--- config.mk ---
export PLATFORM = sky130hd
export DESIGN_NAME = pair_match_detector_flat
export DESIGN_NICKNAME = d
export VERILOG_FILES = /design/src/rtl/pair_match_detector_pkg.sv /design/src/rtl/pair_match_detector_if.sv /design/src/rtl/pair_match_detector_shift_reg_n.sv /design/src/rtl/pair_match_detector.sv /design/src/flat_wrapper.sv
export SDC_FILE = /design/constraint.sdc
export NUM_CORES = 1
export LEC_CHECK = 0
export BUFFER_PORTS_ARGS = -buffer_cell sky130_fd_sc_hd__buf_4
export CORE_AREA = 2 2 39 41
export CTS_CLUSTER_SIZE = 30
export DETAILED_ROUTE_END_ITERATION = 16
export DIE_AREA = 0 0 41 43
export MAX_ROUTING_LAYER = met4
export PLACE_DENSITY_LB_ADDON = 0.05
export REMOVE_ABC_BUFFERS = 1
export SYNTH_ARGS = -nofsm -noshare
export SYNTH_HDL_FRONTEND = slang
export SYNTH_SLANG_ARGS = --single-unit
--- constraint.sdc ---
create_clock -name clk -period 0.8 [get_ports clk]
set_input_delay 0.04 -clock clk [delete_from_list [all_inputs] [get_ports clk]]
set_output_delay 0.04 -clock clk [all_outputs]
set_load 0.005 [all_outputs]
--- src/rtl/pair_match_detector_pkg.sv ---
// Shared constants for the pair-match detector: default history length and
// the value the sample history is filled with on reset.
package pair_match_detector_pkg;

    localparam int   SEQ_LEN_DEFAULT = 4;
    localparam int   SEQ_LEN_MIN     = 2;
    // A 1 in the history marks a mismatch, so filling with ones forces z low
    // until a full window of matching samples has been collected.
    localparam logic RST_FILL_BIT    = 1'b1;

endpackage

--- src/rtl/pair_match_detector_if.sv ---
// Signal bundle for the pair-match detector: the two sampled data inputs and
// the match flag.
interface pair_match_detector_if;

    logic w1;
    logic w2;
    logic z;

    modport master (output w1, output w2, input  z);
    modport slave  (input  w1, input  w2, output z);

endinterface

--- src/rtl/pair_match_detector_shift_reg_n.sv ---
// Serial-in, parallel-out shift register with a synchronous reset to a
// configurable value. Bit 0 receives the newest sample.
module pair_match_detector_shift_reg_n #(
    parameter int               WIDTH   = 4,
    parameter logic [WIDTH-1:0] RST_VAL = '1
) (
    input  logic             clk,
    input  logic             rst,
    input  logic             din,
    output logic [WIDTH-1:0] dout
);

    logic [WIDTH-1:0] data_q;
    logic [WIDTH-1:0] data_d;

    always_comb begin
        data_d    = data_q;
        data_d[0] = din;
        for (int i = 1; i < WIDTH; i++) begin
            data_d[i] = data_q[i-1];
        end
    end

    always_ff @(posedge clk) begin
        if (rst) begin
            data_q <= RST_VAL;
        end else begin
            data_q <= data_d;
        end
    end

    assign dout = data_q;

endmodule

--- src/rtl/pair_match_detector.sv ---
// Moore-style detector: z is high when w1 and w2 were equal on each of the
// last SEQ_LEN sampled clock edges. SEQ_LEN must be at least 2.
module pair_match_detector
    import pair_match_detector_pkg::*;
#(
    parameter int SEQ_LEN = SEQ_LEN_DEFAULT
) (
    input  logic                 clk,
    input  logic                 rst,
    pair_match_detector_if.slave bus
);

    logic               w;
    logic [SEQ_LEN-1:0] hist;

    assign w = bus.w1 ^ bus.w2;

    pair_match_detector_shift_reg_n #(
        .WIDTH   (SEQ_LEN),
        .RST_VAL ({SEQ_LEN{RST_FILL_BIT}})
    ) u_shift (
        .clk  (clk),
        .rst  (rst),
        .din  (w),
        .dout (hist)
    );

    // z depends only on stored history, never directly on w1/w2.
    assign bus.z = ~|hist;

endmodule

--- src/flat_wrapper.sv ---
// flat-port wrapper written by rule: the top's interface ports become plain ports
module pair_match_detector_flat import pair_match_detector_pkg::*;
#(
    parameter int SEQ_LEN = SEQ_LEN_DEFAULT
)
  (clk, rst, bus_w1, bus_w2, bus_z);
  pair_match_detector_if bus_i ();
  input  logic clk;
  input  logic rst;
  input wire logic [$bits(bus_i.w1)-1:0] bus_w1;
  input wire logic [$bits(bus_i.w2)-1:0] bus_w2;
  output wire logic [$bits(bus_i.z)-1:0] bus_z;
  assign bus_i.w1 = bus_w1;
  assign bus_i.w2 = bus_w2;
  assign bus_z = bus_i.z;
  pair_match_detector #(.SEQ_LEN(SEQ_LEN)) u_core (.clk(clk), .rst(rst), .bus(bus_i));
endmodule
# [Word-level counts from Yosys, hierarchy flattened]
# Cells that the tools add are included.
[word_totals] register_bits=4 mem_count=0 ram_bits=0 wordCells=4 out_inout_bits=1 latch_bits=0 in_bits=4 mem_bits_ro=0
[op_classes] n_mux=0 n_mul=0 reduce_logical=2 div=0 addsub=0 bitwise=1 magnitude_cmp=0 eq_ne=0 shifts=0
[op_table] op="$reduce_or 4->1" n=1
[op_table] op="$logic_not 1->1" n=1
[op_table] op="$xor 1x1->1" n=1

# [Depth between registers and ports, before layout]
# Gate-level depths: netlist of the first run.
[logic_depth] word_depth=2 mapped_depth=2 mapped_depth_nobuf=2

# [Cells and area by module]
# From an unflattened synthesis of the first run, not the netlist that was laid out.
[unflattened] cells_unflattened=10 area_unflattened_um2=126.4
[by_module_without_submodules] mod="pair_match_detector_shift_reg_n" seq_area_each_um2=80.1 cells_per_inst=8 area_each_um2=105.1 instances=1
[by_module_without_submodules] mod="pair_match_detector" seq_area_each_um2=0.0 cells_per_inst=2 area_each_um2=21.3 instances=1

# [Least setup slack after synthesis of the first run]
# No wires, ideal clock.
[synth_timing] kind="reg-to-reg" startpoint="register u_core.u_shift.data_q[2] (netlist: u_core.u_shift.dout[2])" endpoint="register u_core.u_shift.data_q[3] (netlist: u_core.u_shift.dout[3])" required_time_ps=680 path_buffers=0 synth_period_minus_slack_ps=615 path_slack_ps=185 setup_time_ps=120 t_arrival_ps=495 path_stages_with_launch=2 cell_sequence="dfxtp_1 > or2_1"
[synth_rtl] item="from (decl)" line_no="pair_match_detector_shift_reg_n.sv:13" text="logic [WIDTH-1:0] data_q;"
[synth_rtl] item="from (signal assigned)" line_no="pair_match_detector_shift_reg_n.sv:28" text="data_q <= data_d;"
# No word-level cell between the ends.

# [Worst setup path after layout of the first run]
[layout_timing] startpoint="register u_core.u_shift.data_q[3] (netlist: u_core.u_shift.dout[3])" endpoint="output bus_z"
[layout_between] elab_chain_cells=2
[layout_lines] item="$reduce_or 4->1" line_no="pair_match_detector.sv:29" text="assign bus.z = ~|hist;"
[layout_lines] item="$logic_not 1->1" line_no="pair_match_detector.sv:29"
[layout_lines] item="to (decl)" line_no="flat_wrapper.sv:12" text="output wire logic [$bits(bus_i.z)-1:0] bus_z;"
# No other way between the ends.

==> flow_metrics.py, run 1 <==
metrics = {
    "global_route": {
        "grt_pass1_vias": 103,
        "grt_usage_pct": 3.70,
        "grt_overflow": 0,
        "antenna_found_initial": 0,
        "grt_pass1_wl_microns": 345,
        "grt_max_degree": 5,
    },
    "detailed_routing": {
        "via_per_inst": 2.73,
        "wl_microns": 208,
        "detail_route.wl_per_cell_microns": 6.30,
        "drcViolationCount": 0,
        "via_count": 90,
        "ant_nets": 0,
        "drt_iter0_drc": 2,
        "firstDrtPassIters": 2,
    },
    "final_layout": {
        "num-nets-final": 23,
        "drive_gt1_share_pct": 52.9,
        "diodes": 0,
        "final_cell_mix": "4 x buf_4, 3 x or2_1, 3 x clkbuf_4, 3 x dfxtp_1",
        "postLayoutCoreUtil_pct": 14.5,
        "layout_commonest_cell": "buf_4",
        "largest_reg_flops": 4,
        "area_growth_pct": 58.4,
    },
    "logic_synthesis": {
        "synthCells": 10,
        "ys_warn_count": 0,
        "yosysTopAreaCell": "dfxtp_1",
        "yosysSeqAreaShare_pct": 63.4,
        "ys_types": 5,
        "synth.top_cells.by_area": "dfxtp_1 63%, or2_1 15%, nor4_2 9.9%, xnor2_1 6.9%, nand2b_1 5.0%",
        "ys_seq_elements": 4,
        "syn_area_per_cell_sq_um": 12.6,
        "netlist.area_leader.share_pct": 63.4,
        "syn-cell-area_sq_um": 126,
    },
    "setup_path": {
        "required_ps": 760,
        "reg2reg_slack_ps": 160,
        "worstPathArrival_ps": 920,
        "start_kind": "register",
        "cp-end-kind": "output pin",
        "crit_type": "register to output pin",
        "cp_max_fo": 1,
    },
    "cts": {
        "clock_latency_ps": 230,
        "clk_path_buf_depth": 2,
        "cts_buffers": 3,
        "postCtsSetupBuffers": 0,
        "cts_tree": "built",
        "cts_sinks": 4,
        "htreeDepth": 1,
        "cts-root-buf": "clkbuf_4",
        "path_clk_slew_ps": 40,
    },
    "power": {
        "finalPower_mw": 0.489,
        "p_sw_share_pct": 19.2,
        "switchingPower_mw": 0.0936,
        "p_clk_share_pct": 50.7,
        "internal-power_mw": 0.395,
        "powerDensity_nw_per_um2": 2440,
        "p_leak_nw": 0.0737,
        "seqPwrFrac_pct": 44.4,
        "pwr-share-comb_pct": 4.8,
        "ir_drop_v": 0.000866,
    },
    "sta": {
        "slew-limit-headroom_pct": 87.8,
        "setup_ws_ps": -155,
        "period_needed_ps": 955,
        "slew_violations": 0,
        "skew_ps": 2.22,
        "rsz0062_at_grt": "yes",
        "max_freq_mhz": 1050,
        "setup_tns_ps": -155,
        "fin_crit_sh_pct": 119,
        "hold_viol": 0,
        "worstMarginPinSlew_ps": 181,
        "setup_viol": 1,
    },
    "status": {
        "run_status": "finished with violations",
        "failed_checks": "setup timing",
    },
    "placed_design": {
        "place.gp.congestion": 0.548,
        "numPortBuffers": 4,
    },
    "floorplan": {
        "core_sq_um": 1380,
        "initial_core_util_pct": 9.13,
        "die_w_microns": 41,
        "ios": 5,
        "num_rows": 14,
        "fp.dieArea_sq_um": 1760,
        "die_h_microns": 43,
    },
    "flow_run": {
        "drv_cap": 0,
    },
    "min_path": {
        "min_path_type": "primary input to register",
    },
}
==> path summary, 6_finish.rpt <==
path	startpoint	endpoint	cells after the start
worst max-delay path	u_core.u_shift.dout[3]	bus_z	2
worst min-delay path	rst	u_core.u_shift.dout[3]	2
worst max register to register	u_core.u_shift.dout[2]	u_core.u_shift.dout[3]	1
worst min register to register	u_core.u_shift.dout[1]	u_core.u_shift.dout[2]	1
==> through the flow <==
stage,hold WS (ps),instances,setup slack (ps),instance area [sq um]
4_1_cts,4.35,33,-175,199
3_3_place_gp,248,30,80.5,176
5_1_grt,6.13,33,-203,200
2_1_floorplan,137,10,185,126
6_report,9.99,33,-155,200
3_5_place_dp,249,30,69.2,176
==> cells by family after synthesis <==
group,synth area share [%]
xor gates and xnor gates,6.93
and+or+nand+nor,29.7
DFF,63.4
==> final cells by class <==
cell class | instances | area [sq um]
multi-input combinational | 6 | 46.3
clock buffer | 3 | 22.5
timing repair buffer | 4 | 30.0
sequential | 4 | 81.3
fill | 160 | 1180
tap | 16 | 20.0
==> power by group through the flow <==
stage | sequential (mW) | combinational, mW | clock, mW
after floorplan | 0.217 | 0.00974 | 0
after global placement | 0.219 | 0.0243 | 0
after detailed placement | 0.219 | 0.0241 | 0
after CTS | 0.216 | 0.0242 | 0.265
after global routing | 0.218 | 0.0264 | 0.284
final | 0.217 | 0.0235 | 0.248
==> cell usage after synthesis <==
cell type and instances:
dfxtp_1 4, nand2b_1 1, nor4_2 1, or2_1 3
xnor2_1 1
==> what timing repair did <==
action,in CTS,in global routing
pin swaps,1,0
resized for setup,0,1
hold buffers,0,0
endpoints found under the setup margin,1,1
==> critical path: stages (launching register included) <==
cell and delay [ps]:
dfxtp_1 300, nor4_2 240, buf_4 140
==> per-layer routing <==
metal	share of wire [%]	GRT usage, %	routed length [microns]	up-vias
met3	8.7	4.71	18	0
met4	0	4.00	0	0
met5	0	-	0	-
met2	40	3.75	84	4
met1	50	2.89	105	40
li1	-	-	-	46
(Power assumes the default switching activity.)
==> run 2: changes to the inputs <==
--- a/config.mk
+++ b/config.mk
@@ -12,7 +12,9 @@
 export DIE_AREA = 0 0 41 43
 export MAX_ROUTING_LAYER = met4
 export PLACE_DENSITY_LB_ADDON = 0.05
+export RECOVER_POWER = 50
 export REMOVE_ABC_BUFFERS = 1
+export SETUP_SLACK_MARGIN = 0.02
 export SYNTH_ARGS = -nofsm -noshare
 export SYNTH_HDL_FRONTEND = slang
 export SYNTH_SLANG_ARGS = --single-unit
==> flow_metrics.py, run 2 (synthesized netlist as in run 1, its figures left out) <==
metrics = {
    "setup_path": {
        "required_ps": 760,
        "crit_type": "register to output pin",
        "cpPeakStageDelay_ps": 300,
        "cp_max_fo": 1,
        "start_kind": "register",
        "worstPathCellList": "nor4_2 -> buf_4",
        "cp-end-kind": "output pin",
        "crit_slowest_cell": "dfxtp_1",
        "worstPathArrival_ps": 920,
    },
    "final_layout": {
        "final_cell_mix": "4 x clkbuf_4, 3 x or2_1, 3 x buf_4, 3 x dfxtp_1",
        "num-nets-final": 23,
        "diodes": 0,
        "largest_reg_flops": 4,
        "layout.cells.non_filler": 33,
        "design_area_sq_um": 200,
        "nFillCells": 160,
        "drive_gt1_share_pct": 52.9,
        "area_growth_pct": 58.4,
        "layout_commonest_cell": "clkbuf_4",
    },
    "detailed_routing": {
        "detail_route.wl_per_cell_microns": 6.30,
        "wl_microns": 208,
        "ant_nets": 0,
        "via_count": 90,
        "drt_iter0_drc": 2,
        "via_per_inst": 2.73,
        "drcViolationCount": 0,
        "firstDrtPassIters": 2,
    },
    "floorplan": {
        "die_w_microns": 41,
        "initial_core_util_pct": 9.13,
        "fp.dieArea_sq_um": 1760,
        "num_rows": 14,
        "die_h_microns": 43,
        "ios": 5,
        "core_sq_um": 1380,
    },
    "cts": {
        "clock_latency_ps": 230,
        "path_clk_slew_ps": 40,
        "postCtsSetupBuffers": 0,
        "cts_tree": "built",
        "htreeDepth": 1,
        "cts_buffers": 3,
        "clk_path_buf_depth": 2,
        "cts-root-buf": "clkbuf_4",
        "cts_sinks": 4,
    },
    "power": {
        "p_leak_nw": 0.0735,
        "finalPower_mw": 0.488,
        "ir_drop_v": 0.000866,
        "powerDensity_nw_per_um2": 2440,
    },
    "global_route": {
        "grt_max_degree": 5,
        "grt_usage_pct": 3.70,
        "grt_pass1_vias": 103,
        "grt_overflow": 0,
        "grt_pass1_wl_microns": 345,
        "antenna_found_initial": 0,
    },
    "sta": {
        "slew_violations": 0,
        "skew_ps": 2.21,
        "worstMarginPinSlew_ps": 181,
        "setup_ws_ps": -155,
        "rsz0062_at_grt": "yes",
        "max_freq_mhz": 1050,
        "fin_crit_sh_pct": 119,
        "hold_viol": 0,
        "setup_tns_ps": -155,
        "setup_viol": 1,
        "period_needed_ps": 955,
        "slew-limit-headroom_pct": 87.8,
    },
    "status": {
        "run_status": "finished with violations",
        "failed_checks": "setup timing",
    },
    "placed_design": {
        "place_ws_ps": 69.2,
        "numPortBuffers": 4,
        "place.gp.congestion": 0.548,
        "dp_cells": 30,
        "place_area_sq_um": 176,
    },
    "flow_run": {
        "drv_cap": 0,
    },
    "min_path": {
        "min_path_type": "primary input to register",
    },
}
-- run 2: cell count changes in the layout (fill, tap and decap cells not counted), sizes merged --
cell | before | now
clkbuf | 3 | 4
buf | 4 | 3
-- run 2: what timing repair did --
item,in CTS,in global routing
setup endpoints to repair,1,1
gates resized for setup,0,1
hold buffers,0,0
pin swaps,1,0
-- run 2: final timing paths --
kind / slack (ps) / from / cells after the start / endpoint
worst max register to register: 160 / u_core.u_shift.dout[2] / 1 / u_core.u_shift.dout[3]
worst max-delay path: -160 / u_core.u_shift.dout[3] / 2 / bus_z
worst min-delay path: 10 / rst / 2 / u_core.u_shift.dout[3]
worst min register to register: 440 / u_core.u_shift.dout[1] / 1 / u_core.u_shift.dout[2]
-- run 2: layout make-up --
| type | count | area [sq um] | area share [%] |
|---|---|---|---|
| multi-input combinational | 6 | 46.3 | 23.1 |
| tap | 16 | 20.0 | 10.0 |
| sequential | 4 | 81.3 | 40.6 |
| clock buffer | 3 | 22.5 | 11.2 |
| timing repair buffer | 4 | 30.0 | 15.0 |
-- run 2: critical path, delay by kind of cell, from the launching register on --
kind	cells	cell delay (ps)
flops	1	300
simple gates	1	240
buf+inv	1	140
-- run 2: per-stage QoR --
stage	hold slack, ps	util, %
2_1_floorplan	137	-
3_3_place_gp	248	12.7
3_5_place_dp	249	12.7
4_1_cts	4.35	14.4
5_1_grt	6.13	14.5
6_report	9.99	14.5
-- run 2: report_power, final --
group | switching (mW) | internal (mW) | leakage [nW]
registers | 0.00644 | 0.211 | 0.0325
clock network | 0.0802 | 0.168 | 0.0138
logic | 0.00689 | 0.0163 | 0.0271
total | 0.0936 | 0.395 | 0.0735
-- run 2: metal layers --
layer	share of wire, %	global-route usage [%]
met2	40	3.75
met5	0	-
met1	50	2.89
met3	9.1	4.71
met4	0	4.00
==> run 3: changes to the inputs <==
--- a/config.mk
+++ b/config.mk
@@ -7,6 +7,7 @@
 export LEC_CHECK = 0
 export BUFFER_PORTS_ARGS = -buffer_cell sky130_fd_sc_hd__buf_4
 export CORE_AREA = 2 2 39 41
+export CTS_BUF_LIST = sky130_fd_sc_hd__clkbuf_16
 export CTS_CLUSTER_SIZE = 30
 export DETAILED_ROUTE_END_ITERATION = 16
 export DIE_AREA = 0 0 41 43
==> flow_metrics.py, run 3 (synthesized netlist as in run 1, its figures left out) <==
metrics = {
    "status": {
        "run_status": "finished with violations",
        "failed_checks": "setup timing",
    },
    "sta": {
        "holdWs_ps": 20.3,
        "slew_violations": 0,
        "fin_crit_sh_pct": 118,
        "hold_viol": 0,
        "setup_tns_ps": -142,
        "slew-limit-headroom_pct": 87.8,
        "setup_ws_ps": -142,
        "setup_viol": 1,
        "max_freq_mhz": 1060,
        "skew_ps": 3.15,
        "period_needed_ps": 942,
        "rsz0062_at_grt": "yes",
        "worstMarginPinSlew_ps": 181,
    },
    "power": {
        "powerDensity_nw_per_um2": 3980,
        "p_leak_nw": 0.0966,
        "finalPower_mw": 1.01,
        "ir_drop_v": 0.00143,
    },
    "detailed_routing": {
        "wl_microns": 217,
        "detail_route.wl_per_cell_microns": 6.58,
        "drt_iter0_drc": 1,
        "via_count": 96,
        "drcViolationCount": 0,
        "firstDrtPassIters": 2,
        "via_per_inst": 2.91,
        "ant_nets": 0,
    },
    "global_route": {
        "grt_max_degree": 5,
        "grt_usage_pct": 4.01,
        "grt_pass1_vias": 103,
        "grt_pass1_wl_microns": 345,
        "antenna_found_initial": 0,
        "grt_overflow": 0,
    },
    "setup_path": {
        "timing.rr.start": "u_core.u_shift.dout[2]",
        "cp-end-kind": "output pin",
        "reg2regPathDepth": 1,
        "rr_endpoint": "u_core.u_shift.dout[3]",
        "reg2reg_slack_ps": 160,
        "crit_type": "register to output pin",
        "worstPathArrival_ps": 900,
        "start_kind": "register",
        "cp_max_fo": 1,
        "startpoint": "u_core.u_shift.dout[3]",
        "required_ps": 760,
        "crit_path_end": "bus_z",
    },
    "cts": {
        "htreeDepth": 1,
        "clock_latency_ps": 220,
        "cts-root-buf": "clkbuf_16",
        "cts_sinks": 4,
        "cts_tree": "built",
        "clk_path_buf_depth": 2,
        "cts_hold_buffers": 0,
        "cts_buffers": 3,
        "path_clk_slew_ps": 30,
    },
    "final_layout": {
        "layout.cells.non_filler": 33,
        "final_cell_mix": "3 x or2_1, 3 x clkbuf_16, 3 x buf_4, 3 x dfxtp_1",
        "design_area_sq_um": 253,
        "num-nets-final": 23,
        "largest_reg_flops": 4,
        "multi_input_area_sq_um": 46.3,
        "drive_gt1_share_pct": 52.9,
        "nFillCells": 158,
        "seqCellArea_sq_um": 81.3,
        "area_growth_pct": 100,
        "diodes": 0,
        "postLayoutCoreUtil_pct": 18.3,
    },
    "floorplan": {
        "die_h_microns": 43,
        "initial_core_util_pct": 9.13,
        "num_rows": 14,
        "core_sq_um": 1380,
        "die_w_microns": 41,
        "fp.dieArea_sq_um": 1760,
        "ios": 5,
    },
    "flow_run": {
        "drv_cap": 0,
    },
    "placed_design": {
        "place_ws_ps": 69.2,
        "place.gp.congestion": 0.548,
        "dp_cells": 30,
        "numPortBuffers": 4,
        "place_area_sq_um": 176,
    },
    "min_path": {
        "hold_depth": 2,
        "min_path_type": "primary input to register",
        "hp-start": "rst",
    },
}
## run 3: cell counts in the layout (fill, tap and decap cells not counted)
No cell type changed its count.
## run 3: final cells by class
class	instances	area share, %
clock buffer	3	29.7
multi-input combinational	6	18.3
sequential	4	32.2
tap	16	7.92
timing repair buffer	4	11.9
## run 3: worst min path at each step
stage                        endpoint
2_1_floorplan  u_core.u_shift.dout[3]
3_3_place_gp   u_core.u_shift.dout[3]
3_5_place_dp   u_core.u_shift.dout[3]
4_1_cts        u_core.u_shift.dout[3]
5_1_grt        u_core.u_shift.dout[0]
6_report       u_core.u_shift.dout[3]
## run 3: metal layers
layer / routed length [microns] / global-route usage (%) / part of all wire [%] / up-vias
li1: - / - / - / 48
met1: 83 / 2.89 / 38 / 42
met2: 99 / 3.75 / 46 / 6
met3: 35 / 4.71 / 16 / 0
met4: 0 / 6.00 / 0 / 0
met5: 0 / - / 0 / -
## run 3: critical path: stages (launching register included)
cell and delay (ps):
dfxtp_1 290, nor4_2 240, buf_4 140
## run 3: report_power, final
part	leakage (nW)	switching, mW	internal, mW
clock network	0.0370	0.127	0.637
logic	0.0271	0.00694	0.0163
registers	0.0325	0.00605	0.211
total	0.0966	0.140	0.865
## run 3: repair_timing
| item | in CTS | in global routing |
|---|---|---|
| pin swaps | 1 | 0 |
| resized for setup | 0 | 1 |
| setup buffers | 0 | 0 |
| endpoints found under the setup margin | 1 | 1 |
